## src/rtl/ttc_cfg_sched9.sv

```systemverilog
// APB master that programs the triple timer counter and services its interrupts.
// One APB transfer is outstanding at a time; configuration and status reads share the port.
module ttc_cfg_sched9 #(
  parameter logic [7:0]  CLK_CTRL_BASE = 8'h00,
  parameter logic [7:0]  CNT_CTRL_BASE = 8'h0C,
  parameter logic [7:0]  INTERVAL_BASE = 8'h24,
  parameter logic [7:0]  IRQ_STAT_BASE = 8'h54,
  parameter logic [7:0]  IRQ_EN_BASE   = 8'h60,
  parameter logic [31:0] CNT_CTRL_RUN  = 32'h0000_0002
) (
  input  logic        pclk9,
  input  logic        n_p_reset9,
  input  logic        cfg_start9,
  input  logic [2:0]  cfg_tmr_en9,
  input  logic [6:0]  cfg_clk_ctrl9,
  input  logic [47:0] cfg_interval9,
  input  logic [5:0]  cfg_irq_en9,
  output logic        cfg_busy9,
  output logic        cfg_done9,
  output logic        cfg_err9,
  input  logic [2:0]  ttc_irq9,
  output logic        irq_event9,
  output logic [1:0]  irq_id9,
  output logic [5:0]  irq_status9,
  output logic        m_psel9,
  output logic        m_penable9,
  output logic        m_pwrite9,
  output logic [7:0]  m_paddr9,
  output logic [31:0] m_pwdata9,
  input  logic [31:0] m_prdata9
);

  localparam int unsigned NTMR_W  = 3;
  localparam int unsigned CLK_W   = 7;
  localparam int unsigned IV_W    = 48;
  localparam int unsigned IEN_W   = 6;
  localparam int unsigned STAT_W  = 6;
  localparam int unsigned ADDR_W  = 8;
  localparam int unsigned DATA_W  = 32;

  localparam logic [2:0] ST_IDLE       = 3'd0;
  localparam logic [2:0] ST_CFG_SETUP  = 3'd1;
  localparam logic [2:0] ST_CFG_ACCESS = 3'd2;
  localparam logic [2:0] ST_IRQ_SETUP  = 3'd3;
  localparam logic [2:0] ST_IRQ_ACCESS = 3'd4;
  localparam logic [2:0] ST_IRQ_SETTLE = 3'd5;

  logic [2:0]        state, state_d;
  logic [1:0]        tmr, tmr_d;
  logic [1:0]        step, step_d;
  logic [NTMR_W-1:0] cap_mask, cap_mask_d;
  logic [CLK_W-1:0]  cap_clk, cap_clk_d;
  logic [IV_W-1:0]   cap_iv, cap_iv_d;
  logic [IEN_W-1:0]  cap_ien, cap_ien_d;

  logic              busy_d, done_d, err_d, irq_event_d;
  logic [1:0]        irq_id_d;
  logic [STAT_W-1:0] irq_status_d;
  logic              psel_d, penable_d, pwrite_d;
  logic [ADDR_W-1:0] paddr_d;
  logic [DATA_W-1:0] pwdata_d;
  logic [2:0]        pick;

  // Only the low status bits are reported upstream.
  logic prdata_unused;
  assign prdata_unused = ^m_prdata9[DATA_W-1:STAT_W];

  // Lowest set bit of mask at or above index 'from'; result is {found, index}.
  function automatic logic [2:0] first_from(input logic [2:0] mask, input logic [1:0] from);
    logic [2:0] r;
    r = 3'b000;
    for (int i = 2; i >= 0; i--) begin
      if (mask[i] && (2'(i) >= from)) r = {1'b1, 2'(i)};
    end
    return r;
  endfunction

  // Register address for write 'st' of timer 't'.
  function automatic logic [7:0] beat_addr(input logic [1:0] t, input logic [1:0] st);
    logic [7:0] base;
    case (st)
      2'd0:    base = CLK_CTRL_BASE;
      2'd1:    base = INTERVAL_BASE;
      2'd2:    base = IRQ_EN_BASE;
      default: base = CNT_CTRL_BASE;
    endcase
    return 8'(base + 8'({t, 2'b00}));
  endfunction

  // Write data for write 'st' of timer 't' from the captured configuration.
  function automatic logic [31:0] beat_data(input logic [1:0] t, input logic [1:0] st,
                                            input logic [6:0] clk_v, input logic [47:0] iv,
                                            input logic [5:0] ien);
    logic [15:0] iv_t;
    case (t)
      2'd0:    iv_t = iv[15:0];
      2'd1:    iv_t = iv[31:16];
      default: iv_t = iv[47:32];
    endcase
    case (st)
      2'd0:    return {25'b0, clk_v};
      2'd1:    return {16'b0, iv_t};
      2'd2:    return {26'b0, ien};
      default: return CNT_CTRL_RUN;
    endcase
  endfunction

  // Next-state and next-output logic; every output is registered from these.
  always_comb begin
    state_d      = state;
    tmr_d        = tmr;
    step_d       = step;
    cap_mask_d   = cap_mask;
    cap_clk_d    = cap_clk;
    cap_iv_d     = cap_iv;
    cap_ien_d    = cap_ien;
    done_d       = 1'b0;
    err_d        = 1'b0;
    irq_event_d  = 1'b0;
    irq_id_d     = irq_id9;
    irq_status_d = irq_status9;
    psel_d       = 1'b0;
    penable_d    = 1'b0;
    pwrite_d     = 1'b0;
    paddr_d      = '0;
    pwdata_d     = '0;
    pick         = 3'b000;

    if (cfg_start9 && (state != ST_IDLE)) err_d = 1'b1;

    case (state)
      ST_IDLE: begin
        if (cfg_start9) begin
          cap_mask_d = cfg_tmr_en9;
          cap_clk_d  = cfg_clk_ctrl9;
          cap_iv_d   = cfg_interval9;
          cap_ien_d  = cfg_irq_en9;
          pick       = first_from(cfg_tmr_en9, 2'd0);
          if (pick[2]) begin
            tmr_d   = pick[1:0];
            step_d  = 2'd0;
            state_d = ST_CFG_SETUP;
          end else begin
            done_d = 1'b1;
          end
        end else if (|ttc_irq9) begin
          pick    = first_from(ttc_irq9, 2'd0);
          tmr_d   = pick[1:0];
          state_d = ST_IRQ_SETUP;
        end
      end
      ST_CFG_SETUP: state_d = ST_CFG_ACCESS;
      ST_CFG_ACCESS: begin
        if (step == 2'd3) begin
          pick = first_from(cap_mask, 2'(tmr + 2'd1));
          if (pick[2]) begin
            tmr_d   = pick[1:0];
            step_d  = 2'd0;
            state_d = ST_CFG_SETUP;
          end else begin
            done_d  = 1'b1;
            state_d = ST_IDLE;
          end
        end else begin
          step_d  = 2'(step + 2'd1);
          state_d = ST_CFG_SETUP;
        end
      end
      ST_IRQ_SETUP: state_d = ST_IRQ_ACCESS;
      ST_IRQ_ACCESS: begin
        irq_event_d  = 1'b1;
        irq_id_d     = 2'(tmr + 2'd1);
        irq_status_d = m_prdata9[STAT_W-1:0];
        state_d      = ST_IRQ_SETTLE;
      end
      ST_IRQ_SETTLE: state_d = ST_IDLE;
      default:       state_d = ST_IDLE;
    endcase

    // Bus phase follows the state being entered so it lines up with the state register.
    case (state_d)
      ST_CFG_SETUP: begin
        psel_d   = 1'b1;
        pwrite_d = 1'b1;
        paddr_d  = beat_addr(tmr_d, step_d);
        pwdata_d = beat_data(tmr_d, step_d, cap_clk_d, cap_iv_d, cap_ien_d);
      end
      ST_CFG_ACCESS: begin
        psel_d    = 1'b1;
        penable_d = 1'b1;
        pwrite_d  = 1'b1;
        paddr_d   = m_paddr9;
        pwdata_d  = m_pwdata9;
      end
      ST_IRQ_SETUP: begin
        psel_d  = 1'b1;
        paddr_d = 8'(IRQ_STAT_BASE + 8'({tmr_d, 2'b00}));
      end
      ST_IRQ_ACCESS: begin
        psel_d    = 1'b1;
        penable_d = 1'b1;
        paddr_d   = m_paddr9;
      end
      default: ;
    endcase

    busy_d = (state_d == ST_CFG_SETUP) || (state_d == ST_CFG_ACCESS);
  end

  // State, captured configuration and registered outputs.
  always_ff @(posedge pclk9 or negedge n_p_reset9) begin
    if (!n_p_reset9) begin
      state       <= ST_IDLE;
      tmr         <= '0;
      step        <= '0;
      cap_mask    <= '0;
      cap_clk     <= '0;
      cap_iv      <= '0;
      cap_ien     <= '0;
      cfg_busy9   <= 1'b0;
      cfg_done9   <= 1'b0;
      cfg_err9    <= 1'b0;
      irq_event9  <= 1'b0;
      irq_id9     <= '0;
      irq_status9 <= '0;
      m_psel9     <= 1'b0;
      m_penable9  <= 1'b0;
      m_pwrite9   <= 1'b0;
      m_paddr9    <= '0;
      m_pwdata9   <= '0;
    end else begin
      state       <= state_d;
      tmr         <= tmr_d;
      step        <= step_d;
      cap_mask    <= cap_mask_d;
      cap_clk     <= cap_clk_d;
      cap_iv      <= cap_iv_d;
      cap_ien     <= cap_ien_d;
      cfg_busy9   <= busy_d;
      cfg_done9   <= done_d;
      cfg_err9    <= err_d;
      irq_event9  <= irq_event_d;
      irq_id9     <= irq_id_d;
      irq_status9 <= irq_status_d;
      m_psel9     <= psel_d;
      m_penable9  <= penable_d;
      m_pwrite9   <= pwrite_d;
      m_paddr9    <= paddr_d;
      m_pwdata9   <= pwdata_d;
    end
  end

endmodule
```

## config.mk

```make
export PLATFORM = sky130hd
export DESIGN_NAME = ttc_cfg_sched9
export DESIGN_NICKNAME = d
export VERILOG_FILES = /design/src/rtl/ttc_cfg_sched9.sv
export SDC_FILE = /design/constraint.sdc
export NUM_CORES = 1
export LEC_CHECK = 0
export CAP_MARGIN = 40
export CELL_PAD_IN_SITES_DETAIL_PLACEMENT = 0
export CELL_PAD_IN_SITES_GLOBAL_PLACEMENT = 1
export CORE_MARGIN = 2
export CORE_UTILIZATION = 40
export CTS_BUF_LIST = sky130_fd_sc_hd__clkbuf_4
export DETAILED_ROUTE_END_ITERATION = 8
export PLACE_DENSITY_LB_ADDON = 0.05
export SYNTH_ARGS = -nofsm -noshare
export SYNTH_HDL_FRONTEND = slang
export SYNTH_SLANG_ARGS = --single-unit
```

## constraint.sdc

```tcl
create_clock -name pclk9 -period 8.49 [get_ports pclk9]
set_clock_uncertainty 0.1 [all_clocks]
set_input_delay 1.698 -clock pclk9 [delete_from_list [all_inputs] [get_ports pclk9]]
set_output_delay 1.698 -clock pclk9 [all_outputs]
set_load 0.02 [all_outputs]
```

==> reports/metrics.cfg <==
[run_status]
status = finished, final reports clean

[place]
dpl.hpwl_um = 7903
gp_congestion = 0.7770
portBuffers = 111

[worst_hold_path]
hold_end = m_pwdata9[11]$_DFFE_PN0N_
hp-start = m_pwdata9[11]$_DFFE_PN0N_
min-delay-path-class = flop to flop
holdPathStages = 2

[sta]
max_freq_mhz = 228.6
finalMaxSlewViolations = 0
post-route-period-util_pct = 51.51
rsz0062_at_grt = false
finalHoldViolations = 0
maxSlewHeadroom_pct = 44.79
fin_crit_ns = 4.374
tns_ns = 0
finalSetupViolations = 0
tightest_slew_ns = 0.8281
timing.hold.ws_ns = 0.3984

[floorplanning]
std_cell_rows = 40
die_h_um = 114.7
start_util_pct = 40.96
die_x_um = 114.7
dieArea_sq_mm = 0.01315
pin_count = 157
core_area_sq_mm = 0.01196

[route]
avgRoutedWirePerCell_um = 16.59
ant_nets = 0
routed_wirelength_um = 11100
drc = 0
first_pass_iters = 4
via_count = 3433
drt-initial-drc-count = 159
viasPerCell = 5.132

[clock_network]
cts_resized = 0
clock_sinks = 106
cts-htree-levels = 3
postCtsSetupRepairBufs = 0
clockRootBuffer = clkbuf_4
clkTransAtPathRegs_ns = 0.16
clock_path_buffers = 2
hold_buffers = 0
worstSkewPairLatency_ns = 0.44
numCtsBuffers = 9
cts_tree = yes

[critical_path]
worst-setup-path-type = primary input to flop
r2r-end = m_pwdata9[2]$_DFFE_PN0N_
start_kind = primary input
rrSetupSlack_ns = 4.67
critPathCaptureType = flop
setup.worst_path.start = cfg_start9
cp.arrival_ns = 4.64
ff2ff_path_depth = 13
crit_required_ns = 8.75
path_max_fanout = 14
r2r-start = tmr[0]$_DFF_PN0_

[global_routing]
grt_pass1_vias = 3466
grt_max_degree = 67
antenna_found_initial = 0
grt_overflow = 0
grt.total_usage_pct = 17.70
grt_pass1_wl_um = 18020

[logic_synthesis]
synthCells = 409
yosysWarnings = 0
ys_seq_area_share_pct = 54.14
syn_area_sq_mm = 0.004900
avgSynthCellArea_sq_um = 11.98
synthFlopType = dfrtp_1
yosysUniqueCellTypes = 41
synth-edff-count = 0
synth_seq_cells = 106
ys_async_sr_fraction_pct = 100.0

[pwr]
ir_drop_uv = 175.0
powerDensity_mw_per_mm2 = 361.5
cellLeakagePower_nw = 2.657

[finish]
diodes = 0
nets = 631
drive_gt1_share_pct = 17.43
n_fill_cell = 1135
synthToLayoutAreaGrowth_pct = 25.66

[run]
drv_cap = 0

cell type report:
class	count	area [sq um]	area share (%)
Inverter	10	37.54	0.6096
Sequential cell	106	2653	43.08
Tap cell	147	183.9	2.987
Clock inverter	6	41.29	0.6706
Clock buffer	10	75.07	1.219
Timing Repair Buffer	118	1172	19.04
Multi-Input combinational cell	272	1994	32.39
sequential cells by signal (all words and copies together) (netlist names), 2 cells and up:
register / cells
cap_ien: 6
m_pwdata9: 16
tmr: 2
cap_clk: 7
irq_status9: 6
irq_id9: 2
cap_mask: 3
state: 3
step: 2
cap_iv: 48
m_paddr9: 5
logic make-up (layout without fill, tap and decap cells):
family / after synthesis / in the layout / share of synthesized area, %
AOI/OAI and AO/OA: 78 / 78 / 11.65
and+or+nand+nor: 94 / 94 / 8.657
adders and majority gates: 12 / 12 / 3.218
muxes: 69 / 69 / 15.73
DFF: 106 / 106 / 54.14
other: 1 / 19 / 0.07654
buffers and inverters: 49 / 144 / 6.537
critical path, stage by stage:
cell,delay (ns)
clkdlybuf4s50_1,0.57
nor4b_4,0.29
buf_6,0.22
o31ai_1,0.14
o21a_1,0.21
a22o_1,0.31
inv_1,0.09
ha_1,0.36
nand3b_1,0.40
o21ai_0,0.34
cell usage after synthesis, types with 2 or more instances:
cell / instances / area (sq um)
clkbuf_1: 11 / 41.29
buf_6: 5 / 56.30
mux2_2: 64 / 720.7
nor2_1: 13 / 48.80
and3_1: 3 / 18.77
o21ai_0: 14 / 70.07
or3_1: 2 / 12.51
dfrtp_1: 106 / 2653
o31ai_1: 3 / 22.52
a222oi_1: 8 / 80.08
a22oi_1: 4 / 30.03
inv_1: 9 / 33.78
a21oi_1: 12 / 60.06
buf_4: 22 / 165.2
nand2_1: 60 / 225.2
a22o_1: 9 / 78.83
nor4_1: 2 / 12.51
a2bb2oi_1: 3 / 26.28
a221oi_1: 6 / 52.55
nor3_1: 2 / 10.01
ha_1: 11 / 137.6
a221o_1: 7 / 70.07
nor3b_1: 3 / 22.52
nor2b_1: 2 / 12.51
nand2b_1: 3 / 18.77
mux2i_1: 5 / 50.05
o21ai_1: 6 / 30.03
routing by layer:
layer  track usage, %  routed length [um]  up-vias
li1                 -                   -     1640
met1            24.79                5320     1698
met2            27.73                5141       88
met3            4.129                 520        7
met4            4.715                 114        0
met5                0                   0        -
worst max path at each step:
stage                                           to  slack, ns  cells after the start
after floorplan           m_pwdata9[1]$_DFFE_PN0N_       4.43                     13
after global placement    m_pwdata9[1]$_DFFE_PN0N_       3.09                     11
after detailed placement  m_pwdata9[7]$_DFFE_PN0N_       3.58                     10
after CTS                 m_pwdata9[7]$_DFFE_PN0N_       4.07                     10
after global routing      m_pwdata9[7]$_DFFE_PN0N_       3.85                     10
final                     m_pwdata9[7]$_DFFE_PN0N_       4.12                     10
through the flow:
step | worst slack, ns | utilization (%) | std cells | area, sq um | total power, mW
after floorplan | 4.430 | - | 427 | 4967 | 1.642
after global placement | 3.086 | 50.28 | 651 | 6015 | 1.980
after global routing | 3.849 | 51.47 | 669 | 6157 | 2.402
after CTS | 4.068 | 51.47 | 669 | 6157 | 2.253
after detailed placement | 3.578 | 50.50 | 653 | 6041 | 2.020
final | 4.116 | 51.47 | 669 | 6157 | 2.226
layout by cell type (no fill, tap or decap), types with 2 or more instances in the layout:
cell             synthesis  final
a21oi_1                 12     12
a221o_1                  7      7
a221oi_1                 6      6
a222oi_1                 8      8
a22o_1                   9      9
a22oi_1                  4      4
a2bb2oi_1                3      3
and3_1                   3      3
buf_4                   22      6
clkbuf_4                 0     10
clkdlybuf4s50_1          0    110
clkinv_1                 1      2
clkinvlp_4               0      2
conb_1                   1     19
dfrtp_1                106    106
ha_1                    11     11
inv_1                    9      9
mux2_2                  64     64
mux2i_1                  5      5
nand2_1                 60     60
nand2b_1                 3      3
nor2_1                  13     13
nor2b_1                  2      2
nor3_1                   2      2
nor3b_1                  3      3
nor4_1                   2      2
o21ai_0                 14     14
o21ai_1                  6      6
o31ai_1                  3      3
or3_1                    2      2
power breakdown:
group	internal [mW]	switching [mW]
clock network	0.0639	0.166
registers	0.731	0.0974
logic	0.559	0.608
Note: power is estimated with default switching activity, not from simulation.
